$ cat config.mk
export PLATFORM = sky130hd
export DESIGN_NAME = mux_n_buf
export DESIGN_NICKNAME = d
export VERILOG_FILES = /design/src/rtl/mux_pkg.sv /design/src/rtl/mux_n.sv /design/src/rtl/mux_n_buf.sv
export SDC_FILE = /design/constraint.sdc
export NUM_CORES = 1
export LEC_CHECK = 0
export ABC_AREA = 1
export ABC_CLOCK_PERIOD_IN_PS = 3600
export BUFFER_PORTS_ARGS = -buffer_cell sky130_fd_sc_hd__buf_2
export CAP_MARGIN = 20
export CORE_MARGIN = 4
export CORE_UTILIZATION = 49
export DETAILED_ROUTE_END_ITERATION = 16
export PLACE_DENSITY = 0.81
export SLEW_MARGIN = 10
export SYNTH_ARGS = -nofsm -noshare
export SYNTH_HDL_FRONTEND = slang
export SYNTH_SLANG_ARGS = --single-unit
$ cat constraint.sdc
create_clock -name clk -period 3.6 [get_ports clk]
set_input_delay 0.72 -clock clk [delete_from_list [all_inputs] [get_ports clk]]
set_output_delay 0.72 -clock clk [all_outputs]
set_load 0.05 [all_outputs]
$ cat src/rtl/mux_pkg.sv
// Shared constants and helpers for the parametrised operand selectors.
package mux_pkg;

  localparam int MUX_MAX_N     = 16;
  localparam int DEFAULT_WIDTH = 32;

  // Select width for an n-input mux, never narrower than one bit.
  function automatic int sel_width(input int n);
    return (n <= 2) ? 1 : $clog2(n);
  endfunction

endpackage

$ cat src/rtl/mux_n.sv
// Combinational N-to-1 selector with out-of-range detection; zero latency.
// No flow control: the output follows sel/in_flat directly.
module mux_n
  import mux_pkg::*;
#(
  parameter int              WIDTH       = DEFAULT_WIDTH,
  parameter int              N           = 4,
  parameter logic [WIDTH-1:0] DEFAULT_VAL = '0,
  localparam int             SEL_W       = sel_width(N)
) (
  input  logic [N*WIDTH-1:0] in_flat,
  input  logic [SEL_W-1:0]   sel,
  output logic [WIDTH-1:0]   data,
  output logic               sel_oob
);

  // Any select not matching a real input falls through to the default value.
  always_comb begin
    data    = DEFAULT_VAL;
    sel_oob = 1'b1;
    for (int k = 0; k < N; k++) begin
      if (sel == SEL_W'(k)) begin
        data    = in_flat[k*WIDTH +: WIDTH];
        sel_oob = 1'b0;
      end
    end
  end

endmodule

$ cat src/rtl/mux_n_buf.sv
// N-input selector feeding a 2-entry valid/ready buffer; 1-cycle latency, 1 transfer/cycle.
// in_ready depends only on occupancy, so a full buffer refills one cycle after a pop.
module mux_n_buf
  import mux_pkg::*;
#(
  parameter int              WIDTH       = DEFAULT_WIDTH,
  parameter int              N           = 4,
  parameter logic [WIDTH-1:0] DEFAULT_VAL = '0,
  localparam int             SEL_W       = sel_width(N)
) (
  input  logic               clk,
  input  logic               rst_n,
  input  logic [N*WIDTH-1:0] in_flat,
  input  logic [SEL_W-1:0]   sel,
  input  logic               in_valid,
  output logic               in_ready,
  output logic [WIDTH-1:0]   out,
  output logic               out_valid,
  input  logic               out_ready,
  output logic               sel_err,
  input  logic               clr_err
);

  if (N < 2 || N > MUX_MAX_N) begin : g_bad_n
    $error("mux_n_buf: N out of range");
  end

  logic [WIDTH-1:0] mux_dat;
  logic             mux_oob;
  logic [WIDTH-1:0] entry [2];
  logic [1:0]       count;
  logic             wr_ptr;
  logic             rd_ptr;
  logic             push;
  logic             pop;

  mux_n #(
    .WIDTH       (WIDTH),
    .N           (N),
    .DEFAULT_VAL (DEFAULT_VAL)
  ) u_mux (
    .in_flat (in_flat),
    .sel     (sel),
    .data    (mux_dat),
    .sel_oob (mux_oob)
  );

  assign in_ready  = (count != 2'd2);
  assign out_valid = (count != 2'd0);
  assign out       = entry[rd_ptr];
  assign push      = in_valid && in_ready;
  assign pop       = out_valid && out_ready;

  always_ff @(posedge clk or negedge rst_n) begin
    if (!rst_n) begin
      entry[0] <= '0;
      entry[1] <= '0;
      count    <= 2'd0;
      wr_ptr   <= 1'b0;
      rd_ptr   <= 1'b0;
      sel_err  <= 1'b0;
    end else begin
      if (push) begin
        entry[wr_ptr] <= mux_dat;
        wr_ptr        <= ~wr_ptr;
      end
      if (pop) begin
        rd_ptr <= ~rd_ptr;
      end
      count <= count + {1'b0, push} - {1'b0, pop};
      // A new error outranks a clear arriving in the same cycle.
      if (push && mux_oob) begin
        sel_err <= 1'b1;
      end else if (clr_err) begin
        sel_err <= 1'b0;
      end
    end
  end

endmodule

Word-level counts from Yosys, hierarchy flattened:

Cells that the tools add are included.

* $add $sub $neg: 2
* $mul: 0
* divide/modulo/power cells: 0
* order comparisons: 3
* equal/unequal tests: 4
* shifts and indexed selects: 0
* multiplexer cells: 16
* bitwise gates (word level): 4
* reductions and logical operators: 7

Operators by type and width (number)
* $mux 32: 8
* $bwmux 64: 1
* $demux 32 s1: 1
* $mux 1: 6
* $eq 2x2->1 const B: 2
* $ge 2x2->1 const B: 2
* $logic_and 1x1->1: 4
* $not 1->2: 2
* $reduce_bool 2->1: 2
* $add 2x1->2: 1
* $eq 2x1->1 const B: 1
* $logic_not 2->1: 1
* $lt 2x1->1 const B: 1
* $ne 2x2->1 const B: 1
* $not 1->1: 2
* $sub 2x1->2: 1

* register bits after elaboration: 69
* latch bits: 0
* memory bits (writable): 0
* bits in read-only memories: 0
* bits of input ports: 135
* output and inout bits: 35
* word-level logic and storage cells: 42
* memories: 0

Logic depth before layout (Yosys ltp):

* word-level depth: 7
* mapped depth: 11
* depth with buffers taken out: 11

By module:

A second synthesis with hierarchy kept.

* cells, all modules: 609
* area, all modules: 4247.8 µm²

Modules (own cells, without submodules)
* mux_n_buf: times used 1, cells each 421, area each 3268.1 µm², sequential area each 1726.7 µm²
* mux_n: times used 1, cells each 188, area each 979.7 µm², sequential area each 0.0 µm²

Worst setup path after synthesis:

OpenSTA, ideal clock, no wires.

* kind: reg2out
* from: register rd_ptr
* to: output out[10]
* data arrival time: 1250 ps
* data required time: 2880 ps
* setup slack: 1630 ps
* stages on the path, launching flop included: 6
* buffers on the path: 2
* cells stage by stage: dfrtp_1 > buf_2 > clkinv_1 > clkbuf_1 > nand2_1 > nand2_1

* word-level cells in the longest chain between the ends: 4

Ends and longest elaborated chain
* from (decl): line mux_n_buf.sv:33 `logic rd_ptr;`
* from (signal assigned): line mux_n_buf.sv:68 `rd_ptr <= ~rd_ptr;`
* $not 1->2 (implied by the code): line mux_n_buf.sv:50 `assign out = entry[rd_ptr];`
* $mux 32 (implied by the code) (3 in a row): line mux_n_buf.sv:50
* to (decl): line mux_n_buf.sv:17 `output logic [WIDTH-1:0] out,`

Every way passes these cells. The select of a mux whose other input is x is not followed.

Worst setup path after layout:

* from: register rd_ptr
* to: output out[8]

Same word-level chain as after synthesis.

==> metrics <==
run status finished clean; switching power total 2310 uW; mapped cell area 0.00408 mm^2; initial cell density of the core 49.9%; cells after synthesis 585; largest net degree at the start of global routing 70; critical path peak fanout 33; Seq cells post-synth 69; Post-Route Skew 0.00675 ns; CTS sink count 69; clock root buffer clkbuf_8; CTS Hold Bufs 0; Top FF cell, synth dfrtp_1; sw frac 52.1%; Final Util 62.7%; largest cells by area after synthesis dfrtp_1 42%, nand2_1 24%, nand3_1 16%, or2_1 4.6%, o21ai_0 3.4%; DRT Pass-1 Iters 5; # diodes 0; Worst Hold Class register to register; Total GRT Usage 25.9%; power per cell area 866 mW/mm^2; num rows 33; RSZ-0062 raised after global routing no; Core Box Area 0.00818 mm^2; Setup TNS Final 0 ns; critical setup path kind register to output port; clk slew on worst S/H paths 0.08 ns; max-cap viol count 0; Max Clk Rate 384 MHz; clock share of power 15.9%; CP Data Arrival Time 1.89 ns; # setup viols final 0; Clk Latency, worst-skew pair 0.35 ns; Synthesis Warnings 0; Final Max Slew Viols 0; DR vias/cell 5.39; internal power 2130 uW; DR vias 4547; H-tree depth 3; Area growth syn-to-layout 25.6%; syn_nets 721; Yosys top cell area share 42.3%; EDFF count, synth 0; # resized after CTS 0; Die Height 99.2 um; CTS tree done; Mapped Avg Cell Area 6.97 um^2; detailed placement HPWL 8.76 mm; Post-synth ARST share 100%; DRC viols 0; Comb pwr share 54.4%; Final Hold Fails 0; Distinct cells, synth 24; crit share post-route 72.4%; grt ovf 0; most common cell in the netlist nand2_1; CTS max path bufs 2; initial antenna violation count 0; part of the power in registers 29.7%; Placer Congestion 0.836; # IOs 170; worst rel slew slack 40.4%; vias in the first global route 4400; Avg WL per Cell 15.2 um; Leak Pwr 0.00288 uW; commonest cells in the netlist 263 x nand2_1, 129 x nand3_1, 69 x dfrtp_1, 30 x or2_1, 28 x o21ai_0; Worst setup SP type register; peak supply drop 0.378 mV; sequential-to-total area share from yosys stat 42.3%; Req. time, crit path 2.88 ns; net count reported at finish 870; crit end category output port; layout cells sized above 1 27.6%; slew at the pin with the worst max-slew slack 0.895 ns; first-pass GRT wire length 20.4 mm; largest area contributor in the netlist dfrtp_1; Total Wirelength 12.8 mm; Die ar. 0.00985 mm^2; TritonCTS buffer count 9; setup bufs post-CTS 0; port bufs 169; fin crit period 2.61 ns; Die Width 99.2 um; antenna viol nets, final 0; Detailed Route Iter0 Violations 311
## sequential cells by signal, summed over array words and instances, names as in the netlist
register	count
count	2
wr_ptr	1
rd_ptr	1
entry	64
sel_err	1
## final timing paths
path / depth (start not counted) / end / slack, ns / start
min in group asynchronous: 2 / count[0] / 0.55 / rst_n
worst max-delay path: 6 / out[8] / 0.99 / rd_ptr
worst min-delay path: 2 / entry[42] / 0.48 / entry[42]
max in group asynchronous: 2 / entry[35] / 2.44 / rst_n
worst max register to register: 8 / entry[43] / 1.79 / count[0]
worst min register to register: 2 / entry[42] / 0.48 / entry[42]
## layout make-up
type | count | area [um^2]
inverters | 10 | 37.5
clock inverters | 7 | 98.8
multi-input cells | 468 | 2110
fillers | 757 | 3050
flip-flops and latches | 69 | 1730
well taps | 105 | 131
clock buffers | 9 | 124
repair buffers | 176 | 898
## routing by layer
layer  GRT usage, %  vias to the layer above  share of wire (%)
li1               -                     2182                  -
met1           31.8                     2117                 39
met2           45.6                      224                 50
met3           5.54                       24                9.2
met4           8.30                        0                1.9
met5              0                        -                  0
## worst max-delay path, cell delays in order (launching register included)
cell and delay, ns:
dfrtp_1 0.36, buf_4 0.26, clkinv_1 0.08, buf_4 0.36, nand2_1 0.09, nand2_1 0.10
buf_2 0.27
## metrics by stage
stage          total power [uW]  hold slack [ns]  cell area (um^2)  setup slack, ns  std cells
4_1_cts                    4460            0.485              5120            0.984        844
3_3_place_gp               3690            0.462              4900             1.30        828
5_1_grt                    4730            0.488              5120            0.876        844
2_1_floorplan              3140            0.424              4080             1.63        585
6_report                   4440            0.484              5120            0.995        844
3_5_place_dp               3740            0.466              4900             1.24        828
## power by group through the flow
stage               clock (uW)  sequential, uW  combinational (uW)
global placement             0            1310                2380
floorplan                    0            1280                1850
detailed placement           0            1330                2410
finish                     706            1320                2420
global route               752            1360                2620
CTS                        719            1310                2420
## cells in the final DEF (no fill, tap or decap)
cell | Yosys | routed
nand3_1 | 129 | 129
nand2_2 | 2 | 2
nor2_4 | 2 | 2
o21ai_1 | 4 | 4
clkinvlp_4 | 0 | 1
dfrtp_1 | 69 | 69
inv_1 | 6 | 6
nor2_1 | 1 | 1
nand2_4 | 1 | 1
inv_6 | 0 | 1
clkinv_4 | 0 | 2
buf_2 | 19 | 169
clkinv_1 | 1 | 1
inv_2 | 3 | 3
clkinv_2 | 0 | 1
or2_2 | 3 | 3
ha_1 | 1 | 1
buf_4 | 6 | 7
o21ai_0 | 28 | 28
xnor2_1 | 1 | 1
xor2_1 | 1 | 1
bufinv_16 | 0 | 2
clkbuf_8 | 0 | 9
nor2_8 | 1 | 1
nand2_1 | 263 | 263
or2_1 | 30 | 30
nand4_1 | 1 | 1
## kinds of logic (layout without fill, tap and decap cells)
family	Yosys count	after routing	synth area share, %
compound gates	32	32	3.93
xor+xnor	2	2	0.430
fa+ha+maj	1	1	0.307
buf+inv	48	202	6.01
flops	69	69	42.3
simple gates	433	433	47.0
(Power assumes the default switching activity.)
